$ cat src/rtl/sr_ff_bank_pkg.sv
// Shared definitions for the SR flip-flop bank: S=R=1 resolution modes,
// the per-bit next-state function and a popcount helper for reset values.
package sr_pkg;

    localparam int SR_SET_DOM = 0;
    localparam int SR_RST_DOM = 1;
    localparam int SR_TOGGLE  = 2;
    localparam int SR_HOLD    = 3;

    typedef logic [1:0] sr_mode_t;

    function automatic logic sr_next(input logic q, input logic s, input logic r, input int mode);
        logic n;
        n = q;
        case ({s, r})
            2'b10:   n = 1'b1;
            2'b01:   n = 1'b0;
            2'b11: begin
                case (mode)
                    SR_SET_DOM: n = 1'b1;
                    SR_RST_DOM: n = 1'b0;
                    SR_TOGGLE:  n = ~q;
                    default:    n = q;
                endcase
            end
            default: n = q;
        endcase
        return n;
    endfunction

    function automatic int popcount32(input logic [31:0] v);
        int c;
        c = 0;
        for (int i = 0; i < 32; i++) begin
            c = c + int'(v[i]);
        end
        return c;
    endfunction

endpackage

$ cat src/rtl/sr_ff_bank_if.sv
// Control and status bundle of the SR flip-flop bank; the bank sits on the
// slave side, whoever drives S/R/en uses the master side.
interface sr_ff_bank_if #(parameter int WIDTH = 8);

    localparam int CW = $clog2(WIDTH + 1);
    localparam int IW = (WIDTH > 1) ? $clog2(WIDTH) : 1;

    logic             en;
    logic [WIDTH-1:0] S;
    logic [WIDTH-1:0] R;
    logic [WIDTH-1:0] Q;
    logic [CW-1:0]    count;
    logic             changed;
    logic             first_valid;
    logic [IW-1:0]    first_idx;

    modport master (
        output en, S, R,
        input  Q, count, changed, first_valid, first_idx
    );

    modport slave (
        input  en, S, R,
        output Q, count, changed, first_valid, first_idx
    );

endinterface

$ cat src/rtl/sr_ff_bank_cell.sv
// One SR channel: optional rising-edge qualifier on S, next-state resolution
// and the Q flop. q_next is exported so the bank can derive status from it.
module sr_cell
    import sr_pkg::*;
#(
    parameter int   MODE     = SR_SET_DOM,
    parameter int   EDGE     = 0,
    parameter logic INIT_BIT = 1'b0
) (
    input  logic clk,
    input  logic reset,
    input  logic en,
    input  logic s,
    input  logic r,
    output logic q,
    output logic q_next
);

    logic q_q, q_d;
    logic s_prev_q, s_prev_d;
    logic s_eff;

    // s_prev tracks S even while disabled, so edges seen during en=0 are lost
    always_comb begin
        s_prev_d = s;
        s_eff    = (EDGE != 0) ? (s & ~s_prev_q) : s;
        q_d      = en ? sr_next(q_q, s_eff, r, MODE) : q_q;
    end

    always_ff @(posedge clk or posedge reset) begin
        if (reset) begin
            q_q      <= INIT_BIT;
            s_prev_q <= 1'b0;
        end else begin
            q_q      <= q_d;
            s_prev_q <= s_prev_d;
        end
    end

    assign q      = q_q;
    assign q_next = q_d;

endmodule

$ cat src/rtl/sr_ff_bank.sv
// Bank of WIDTH sticky SR flags with registered popcount, change pulse and
// capture of the lowest channel that set first since the bank was all-zero.
module sr_ff_bank
    import sr_pkg::*;
#(
    parameter int          WIDTH = 8,
    parameter int          MODE  = SR_SET_DOM,
    parameter int          EDGE  = 0,
    parameter logic [31:0] INIT  = 32'd0
) (
    input  logic          clk,
    input  logic          reset,
    sr_ff_bank_if.slave   bus
);

    localparam int CW = $clog2(WIDTH + 1);
    localparam int IW = (WIDTH > 1) ? $clog2(WIDTH) : 1;
    localparam logic [CW-1:0] INIT_COUNT = CW'(popcount32(INIT));

    if (WIDTH < 1 || WIDTH > 32) begin : g_bad_width
        $error("sr_ff_bank: WIDTH must be 1..32");
    end
    if (MODE < SR_SET_DOM || MODE > SR_HOLD) begin : g_bad_mode
        $error("sr_ff_bank: MODE must be 0..3");
    end
    if (EDGE != 0 && EDGE != 1) begin : g_bad_edge
        $error("sr_ff_bank: EDGE must be 0 or 1");
    end
    if (WIDTH < 32 && (INIT >> WIDTH) != 32'd0) begin : g_bad_init
        $error("sr_ff_bank: INIT wider than WIDTH");
    end

    logic [WIDTH-1:0] q_vec;
    logic [WIDTH-1:0] q_next;

    for (genvar i = 0; i < WIDTH; i++) begin : g_cell
        sr_cell #(
            .MODE     (MODE),
            .EDGE     (EDGE),
            .INIT_BIT (INIT[i])
        ) u_cell (
            .clk    (clk),
            .reset  (reset),
            .en     (bus.en),
            .s      (bus.S[i]),
            .r      (bus.R[i]),
            .q      (q_vec[i]),
            .q_next (q_next[i])
        );
    end

    logic [CW-1:0]    count_q, count_d;
    logic             changed_q, changed_d;
    logic             first_valid_q, first_valid_d;
    logic [IW-1:0]    first_idx_q, first_idx_d;
    logic [WIDTH-1:0] rise;
    logic [IW-1:0]    low_idx;

    always_comb begin
        count_d = '0;
        for (int i = 0; i < WIDTH; i++) begin
            count_d = count_d + CW'(q_next[i]);
        end

        changed_d = |(q_next ^ q_vec);
        rise      = q_next & ~q_vec;

        low_idx = '0;
        for (int i = WIDTH - 1; i >= 0; i--) begin
            if (rise[i]) begin
                low_idx = IW'(i);
            end
        end

        // Going all-zero re-arms capture and wins over a same-edge capture
        first_valid_d = first_valid_q;
        first_idx_d   = first_idx_q;
        if (bus.en) begin
            if (q_next == '0) begin
                first_valid_d = 1'b0;
            end else if (!first_valid_q && (|rise)) begin
                first_valid_d = 1'b1;
                first_idx_d   = low_idx;
            end
        end
    end

    always_ff @(posedge clk or posedge reset) begin
        if (reset) begin
            count_q       <= INIT_COUNT;
            changed_q     <= 1'b0;
            first_valid_q <= 1'b0;
            first_idx_q   <= '0;
        end else begin
            count_q       <= count_d;
            changed_q     <= changed_d;
            first_valid_q <= first_valid_d;
            first_idx_q   <= first_idx_d;
        end
    end

    assign bus.Q           = q_vec;
    assign bus.count       = count_q;
    assign bus.changed     = changed_q;
    assign bus.first_valid = first_valid_q;
    assign bus.first_idx   = first_idx_q;

endmodule
$ cat src/flat_wrapper.sv
// flat-port wrapper written by rule: the top's interface ports become plain ports
module sr_ff_bank_flat import sr_pkg::*;
#(
    parameter int          WIDTH = 8,
    parameter int          MODE  = SR_SET_DOM,
    parameter int          EDGE  = 0,
    parameter logic [31:0] INIT  = 32'd0
)
  (clk, reset, bus_en, bus_S, bus_R, bus_Q, bus_count, bus_changed, bus_first_valid, bus_first_idx);
  sr_ff_bank_if #(.WIDTH(WIDTH)) bus_i ();
  input  logic clk;
  input  logic reset;
  input wire logic [$bits(bus_i.en)-1:0] bus_en;
  input wire logic [$bits(bus_i.S)-1:0] bus_S;
  input wire logic [$bits(bus_i.R)-1:0] bus_R;
  output wire logic [$bits(bus_i.Q)-1:0] bus_Q;
  output wire logic [$bits(bus_i.count)-1:0] bus_count;
  output wire logic [$bits(bus_i.changed)-1:0] bus_changed;
  output wire logic [$bits(bus_i.first_valid)-1:0] bus_first_valid;
  output wire logic [$bits(bus_i.first_idx)-1:0] bus_first_idx;
  assign bus_i.en = bus_en;
  assign bus_i.S = bus_S;
  assign bus_i.R = bus_R;
  assign bus_Q = bus_i.Q;
  assign bus_count = bus_i.count;
  assign bus_changed = bus_i.changed;
  assign bus_first_valid = bus_i.first_valid;
  assign bus_first_idx = bus_i.first_idx;
  sr_ff_bank #(.WIDTH(WIDTH), .MODE(MODE), .EDGE(EDGE), .INIT(INIT)) u_core (.clk(clk), .reset(reset), .bus(bus_i));
endmodule
$ cat config.mk
export PLATFORM = sky130hd
export DESIGN_NAME = sr_ff_bank_flat
export DESIGN_NICKNAME = d
export VERILOG_FILES = /design/src/rtl/sr_ff_bank_pkg.sv /design/src/rtl/sr_ff_bank_if.sv /design/src/rtl/sr_ff_bank_cell.sv /design/src/rtl/sr_ff_bank.sv /design/src/flat_wrapper.sv
export SDC_FILE = /design/constraint.sdc
export NUM_CORES = 1
export LEC_CHECK = 0
export BUFFER_PORTS_ARGS = -buffer_cell sky130_fd_sc_hd__buf_4
export CAP_MARGIN = 20
export CELL_PAD_IN_SITES_DETAIL_PLACEMENT = 1
export CELL_PAD_IN_SITES_GLOBAL_PLACEMENT = 1
export CORE_MARGIN = 2
export CORE_UTILIZATION = 40
export CTS_CLUSTER_DIAMETER = 200
export DETAILED_ROUTE_END_ITERATION = 16
export PLACE_DENSITY_LB_ADDON = 0.1
export SYNTH_ARGS = -nofsm -noshare
export SYNTH_HDL_FRONTEND = slang
export SYNTH_SLANG_ARGS = --single-unit
$ cat constraint.sdc
create_clock -name clk -period 5 [get_ports clk]
set_input_delay 0.5 -clock clk [delete_from_list [all_inputs] [get_ports clk]]
set_output_delay 0.5 -clock clk [all_outputs]
set_load 0.05 [all_outputs]
After elaboration in Yosys (flattened, before gate mapping)
Cells that the tools add are included.
{"block": "word_totals", "regBits": 17, "input_bits": 19, "wordCells": 89}
{"block": "op_classes", "addsub": 7, "n_eq_ne": 24, "n_mux": 26, "n_bitwise": 4, "n_reduce_logical": 16}
{"op": "equality test 2 bit, second input constant", "n": 16}
{"op": "adder 4 x 1 -> 4 bit", "n": 6}
{"op": "two-way mux 3 bit", "n": 8}
{"op": "equality test 2 x 1 -> 1 bit, second input constant", "n": 8}
{"op": "case mux 1 bit (2 select lines)", "n": 8}
{"op": "OR reduction 2 bit", "n": 8}
{"op": "OR reduction 8 bit", "n": 2}
{"op": "two-way mux 1 bit", "n": 10}
{"op": "AND 8 bit", "n": 1}
{"op": "logical NOT 8 bit", "n": 1}
{"op": "inverter 8 bit", "n": 1}
{"op": "bitwise XOR 8 bit", "n": 1}
{"op": "AND reduction 3 bit", "n": 1}
{"op": "adder 1 x 1 -> 2 bit", "n": 1}
{"op": "AND reduction 2 bit", "n": 1}
{"op": "nonzero test 2 bit", "n": 1}
{"op": "logical AND 1 bit", "n": 1}
{"op": "logical NOT 1 bit", "n": 1}
{"op": "inverter 1 bit", "n": 1}

Longest topological paths before layout
Gate-level depths: netlist (run 1).
{"block": "depth", "word_depth": 13, "ltp_mapped": 14, "mapped_depth_nobuf": 12}

Modules after synthesis
From an unflattened synthesis (run 1), not the netlist that was laid out.
{"block": "unflattened", "cells_unflattened": 112, "hier_area_um2": 1087.3}
{"module": "sr_ff_bank", "n_inst": 1, "cells_per_inst": 80, "area_each_um2": 757.0}
{"module": "sr_cell", "n_inst": 8, "cells_per_inst": 4, "area_each_um2": 41.3}

Least setup slack after synthesis (run 1)
Ideal clock, no wire load.
{"block": "synth_timing", "path_kind": "input to register", "startpoint": "input port bus_en", "endpoint": "register u_core.count_q[2] (netlist: u_core.bus.count[2])", "arrival_time_ns": 3.203, "t_required_ns": 4.877, "path_slack_ns": 1.674, "stages": 14, "cell_sequence": "buf_6 buf_6 nand2_1 a22o_1 inv_1 ha_1 inv_1 fa_1 inv_1 fa_1 inv_1 fa_1 fa_1 xnor2_1"}
{"block": "synth_between", "elab_chain_len": 8, "word_cells_on_any_way": 15}
{"item": "start: declaration", "line": "flat_wrapper.sv:13", "rtl": "input wire logic [$bits(bus_i.en)-1:0] bus_en;"}
{"item": "two-way mux 1 bit", "line": "sr_ff_bank_cell.sv:27", "rtl": "q_d = en ? sr_next(q_q, s_eff, r, MODE) : q_q;"}
{"item": "net u_core.g_cell[0].u_cell.q_next", "line": "sr_ff_bank_cell.sv:16", "rtl": "output logic q_next"}
{"item": "adder 1 x 1 -> 2 bit", "line": "sr_ff_bank.sv:62", "rtl": "count_d = count_d + CW'(q_next[i]);"}
{"item": "adder 4 x 1 -> 4 bit (6 in a row)", "line": "sr_ff_bank.sv:62"}
{"item": "net u_core.count_d[2]", "line": "sr_ff_bank.sv:52", "rtl": "logic [CW-1:0] count_q, count_d;"}
{"item": "end signal: assignment", "line": "sr_ff_bank.sv:95", "rtl": "count_q <= count_d;"}
{"item": "end: declaration", "line": "sr_ff_bank.sv:52"}
The timed path passes the listed nets, and every way through them passes these cells.
A chain may end at the register's enable or synchronous reset.

Worst setup path in the final report (run 1)
{"block": "layout_timing", "startpoint": "input port bus_en", "endpoint": "register u_core.count_q[1] (netlist: u_core.bus.count[1])"}
Same word-level chain as after synthesis.

==> results.ini, run 1 <==
[yosys]
synth.net_count=147
netlist_area_um2=1130
ys_types=24
synth_seq_area_share=0.377
synth_warnings=0
synthCells=112
synth_area_per_cell_um2=10.1
ys_seq_elements=17

[floorplanning]
core_area_um2=2710
fp.dieW_um=57.1
start_util=0.416
row_count=19
die_h_um=57.1
dieArea_um2=3260
io_pins=36

[clock_tree]
clock_path_buffers=2
root_buffer=clkbuf_4
cts_setup_buffers=0
insertion_delay_ps=290
cts-resized-gates=0
cts-htree-levels=1
hold_buffers=0
cts_tree=done
clkSinkCount=17
cts_made_buffers=3
clk_pin_slew_ps=100

[placed_design]
gp_congestion=0.797
dp_hpwl_um=2000
numPortBuffers=35

[global_routing]
grt.overflow.total=0
grt_max_degree=19
antenna_found_initial=0
grt_pass1_wl_um=4220
grt_use_total=0.168
grt_pass1_vias=936

[sta]
fin_skew_ps=1.48
rsz0062_at_grt=no
drv_slew=0
tightest_slew_ps=687
hold_slack_ps=303
hold_viol_final=0
max_slew_margin=0.542
setup_viol=0
layout_min_cycle_time_ps=3110
fmax_mhz=322
period_share=0.621
finalSetupTns_ps=0

[finish]
nets=177
diodes=0
drive_gt1_frac=0.305
filler_cell_count=326
syn_to_final_growth_pct=21.8

[pwr]
power.leakage_nw=0.753
p_per_area_nw_per_um2=373
vdd_drop_max_mv=0.283

[routing]
wl_per_cell_um=13.9
vias=839
viasPerCell=4.88
drtIter0Drc=13
ant_nets=0
drc=0
dr.pass1.iters=4
wirelength_um=2390

[worst_setup_path]
crit_fanout=18
end_kind=flop
arrival_ps=3300
r2r_setup_slack_ps=1960
cp.required_ps=5200
cp-start-kind=input port
path_class=in -> reg

[min_path]
hold_class=in -> async

[run_status]
status=finished clean

[flow_run]
drv_cap=0

==> worst paths after layout <==
kind	startpoint	end	depth (start not counted)
min in group clk	u_core.bus.first_idx[2]	u_core.bus.first_idx[2]	1
hold / removal	reset	u_core.g_cell[3].u_cell.q	2
hold reg to reg	u_core.bus.first_idx[2]	u_core.bus.first_idx[2]	1
max in group asynchronous	reset	u_core.g_cell[2].u_cell.q	2
setup reg to reg	u_core.g_cell[0].u_cell.q	u_core.bus.count[1]	11
setup / recovery	bus_en	u_core.bus.count[1]	13
==> metal layers <==
layer  vias to the layer above  GRT usage  wire, µm
li1                        415          -         -
met1                       406      0.218      1020
met2                        18      0.286      1270
met3                         0     0.0295       101
met4                         0     0.0498         0
met5                         -          0         0
==> logic make-up (layout without fill, tap and decap cells) <==
group                      Yosys count  count (layout)  synth area share
and+or+nand+nor                     24              24             0.108
AOI/OAI and AO/OA                   15              15             0.103
buffers and inverters               36              65             0.160
DFF                                 17              17             0.377
xor gates and xnor gates             1               1           0.00777
adders and majority gates           16              16             0.204
muxes                                3               3            0.0400
==> stage by stage <==
step / area (µm²) / power (W) / util / setup slack, ps / instances
after floorplan: 1130 / 0.000374 / - / 1670 / 112
after global placement: 1350 / 0.000435 / 0.497 / 1650 / 168
after detailed placement: 1350 / 0.000443 / 0.497 / 1550 / 168
after CTS: 1370 / 0.000521 / 0.506 / 1870 / 172
after global routing: 1370 / 0.000556 / 0.506 / 1760 / 172
final: 1370 / 0.000512 / 0.506 / 1890 / 172
==> flip-flops by register name (all words and copies together) (netlist names) <==
name,cells
u_core.g_cell.u_cell.q,8
u_core.bus.count,4
u_core.bus.first_idx,3
u_core.bus.changed,1
u_core.bus.first_valid,1
==> critical path, stage by stage <==
cell	delay, ps
buf_4	170
nand2_1	70
a22o_1	190
inv_1	60
ha_1	270
inv_1	50
fa_1	470
inv_1	50
fa_1	490
inv_1	50
fa_1	400
fa_1	500
inv_1	40
==> cell usage in the layout, fill, tap and decap left out, drive strengths merged <==
master,count
buf,35
xnor2,1
a22oi,5
or2,1
a22o,4
mux2,3
o41a,1
nor2,3
ha,12
o21a,1
nor4,1
fa,4
nor3,3
inv,26
nand2,8
or4,2
dfrtp,17
a21oi,2
nor2b,3
o21ai,2
clkbuf,4
nand4,3
==> where the power goes <==
| group | internal, W | leakage, nW | switching [W] | total (W) |
|---|---|---|---|---|
| Combinational | 0.0000950 | 0.540 | 0.000168 | 0.000263 |
| Sequential | 0.000161 | 0.198 | 0.0000108 | 0.000172 |
| Clock | 0.0000310 | 0.0150 | 0.0000452 | 0.0000762 |
| Total | 0.000287 | 0.753 | 0.000224 | 0.000512 |
==> Yosys cell counts, drive strengths merged <==
master | number | area (µm²)
o21ai | 2 | 10.0
o21a | 1 | 7.51
a22oi | 5 | 42.5
nor4 | 1 | 6.26
buf | 10 | 82.6
a21oi | 2 | 10.0
dfrtp | 17 | 425
mux2 | 3 | 45.0
or4 | 2 | 15.0
nor2 | 3 | 11.3
fa | 4 | 80.1
o41a | 1 | 11.3
ha | 12 | 150
or2 | 1 | 6.26
nor2b | 3 | 18.8
inv | 26 | 97.6
nor3 | 3 | 15.0
nand4 | 3 | 18.8
a22o | 4 | 35.0
xnor2 | 1 | 8.76
nand2 | 8 | 30.0
==> final cells by class <==
class / instances / area [µm²] / share of cell area
well taps: 31 / 38.8 / 0.0283
clock buffers: 4 / 26.3 / 0.0191
flip-flops and latches: 17 / 425 / 0.310
multi-input cells: 59 / 522 / 0.380
repair buffers: 35 / 263 / 0.191
inverters: 26 / 97.6 / 0.0711
Power figures use the tool's default switching activity.
==> run 2: changes to the inputs <==
- CORE_UTILIZATION: 40 -> 37
- clock period: 5 -> 2.9 ns (I/O delays scaled with it)
==> results.ini, run 2 (same netlist as run 1, synthesis figures left out) <==
[clock_tree]
clk_pin_slew_ps=100  ; about the same
cts_made_buffers=3  ; unchanged
hold_buffers=0  ; unchanged
cts_setup_buffers=0  ; unchanged
insertion_delay_ps=300  ; about the same
cts-htree-levels=1  ; unchanged
clock_path_buffers=2  ; unchanged
root_buffer=clkbuf_4
clkSinkCount=17  ; unchanged
cts_tree=done

[worst_setup_path]
reg2reg_depth=11  ; unchanged
cp-start-kind=flop
crit_fanout=2  ; -16
end_kind=flop
path_class=reg -> reg
arrival_ps=3180  ; -120 ps
cp.required_ps=3100  ; -2100 ps

[pwr]
power_w=0.000936  ; +83%
vdd_drop_max_mv=0.290  ; +2.5%
p_per_area_nw_per_um2=642  ; +72%
power.leakage_nw=0.785  ; +4.2%

[finish]
final_util=0.489  ; -0.0170
largest_register_ffs=8  ; unchanged
diodes=0  ; unchanged
drive_gt1_frac=0.399  ; +0.0937
nets=184  ; +4.0%
postLayoutCellArea_um2=1460  ; +6.2%
final_cell_mix=42 x buf_4, 22 x inv_1, 17 x dfrtp_1
final_common_cell=buf_4
syn_to_final_growth_pct=29.3

[placed_design]
placed_area_um2=1410  ; +4.5%
place_worst_setup_slack_ps=-194  ; -1750 ps
gp_congestion=0.761  ; -4.5%
numPortBuffers=35  ; unchanged
dp_hpwl_um=2190  ; +9.6%

[min_path]
hold_class=in -> async

[routing]
drtIter0Drc=25  ; +12
drc=0  ; unchanged
ant_nets=0  ; unchanged
wirelength_um=2570  ; +7.8%
wl_per_cell_um=14.2  ; +2.4%
vias=881  ; +5.0%
dr.pass1.iters=4  ; unchanged
viasPerCell=4.87  ; -0.22%

[run_status]
violations=negative setup slack
status=complete, but fails checks

[sta]
fin_skew_ps=2.86  ; +1.38 ps
finalSetupTns_ps=-89.7  ; -89.7 ps
rsz0062_at_grt=yes
setup_viol=2  ; +2
drv_slew=0  ; unchanged
max_slew_margin=0.548  ; +0.00654
tightest_slew_ps=677  ; -9.81 ps
hold_viol_final=0  ; unchanged
setup_ws_ps=-78.9  ; -1970 ps
fmax_mhz=336
period_share=1.03
layout_min_cycle_time_ps=2980

[flow_run]
drv_cap=0  ; unchanged

[global_routing]
grt_pass1_vias=950  ; +1.5%
grt.overflow.total=0  ; unchanged
grt_use_total=0.169  ; +0.00148
grt_max_degree=18  ; -1
antenna_found_initial=0  ; unchanged
grt_pass1_wl_um=4340  ; +2.8%

[floorplanning]
fp.dieW_um=59.2  ; +3.7%
row_count=20  ; +1
io_pins=36  ; unchanged
dieArea_um2=3500  ; +7.5%
core_area_um2=2980  ; +9.9%
start_util=0.379  ; -0.0374
die_h_um=59.2  ; +3.7%

[run 2: critical path, stage by stage, from the launching register on]
cell	delay [ps]
dfrtp_1	390
a22o_1	180
inv_2	50
ha_4	260
inv_2	30
fa_1	480
inv_1	50
fa_1	490
inv_2	40
fa_2	340
fa_2	540
inv_2	30
[run 2: per-stage QoR]
step           instances  hold slack [ps]
2_1_floorplan        112              216
3_3_place_gp         177              433
3_5_place_dp         177              443
4_1_cts              181              106
5_1_grt              181              127
6_report             181             85.4
[run 2: timing repair]
action / in CTS / in global routing
cloned: 0 / 0
resized for setup: 0 / 7
pin swaps: 0 / 1
setup endpoints to repair: 2 / 2
[run 2: final timing paths]
check | from | to | slack (ps)
worst max-delay path | u_core.g_cell[0].u_cell.q | u_core.bus.count[1] | -80
worst min-delay path | reset | u_core.bus.count[0] | 90
worst max register to register | u_core.g_cell[0].u_cell.q | u_core.bus.count[1] | -80
worst min register to register | u_core.bus.first_idx[1] | u_core.bus.first_idx[1] | 530
max in group asynchronous | reset | u_core.g_cell[5].u_cell.q | 2380
min in group clk | bus_S[6] | u_core.g_cell[6].u_cell.q | 290
[run 2: area by class of cell]
cell class | count | area [µm²]
Multi-Input combinational cell | 59 | 552
Clock buffer | 4 | 26.3
Tap cell | 33 | 41.3
Timing Repair Buffer | 42 | 315
Sequential cell | 17 | 425
Inverter | 26 | 97.6
Fill cell | 336 | 1520
[run 2: power breakdown]
group          leakage, nW  internal, W  switching (W)
Combinational        0.572     0.000195       0.000312
Clock               0.0150    0.0000536      0.0000779
Sequential           0.198     0.000278      0.0000196
[run 2: routing by layer]
layer	vias up	routed length [µm]	GRT usage	share of wire
met3	5	94	0.0459	0.037
met5	-	0	0	0
met2	18	1380	0.297	0.54
met1	428	1070	0.199	0.42
li1	430	-	-	-
met4	0	28	0.0519	0.011
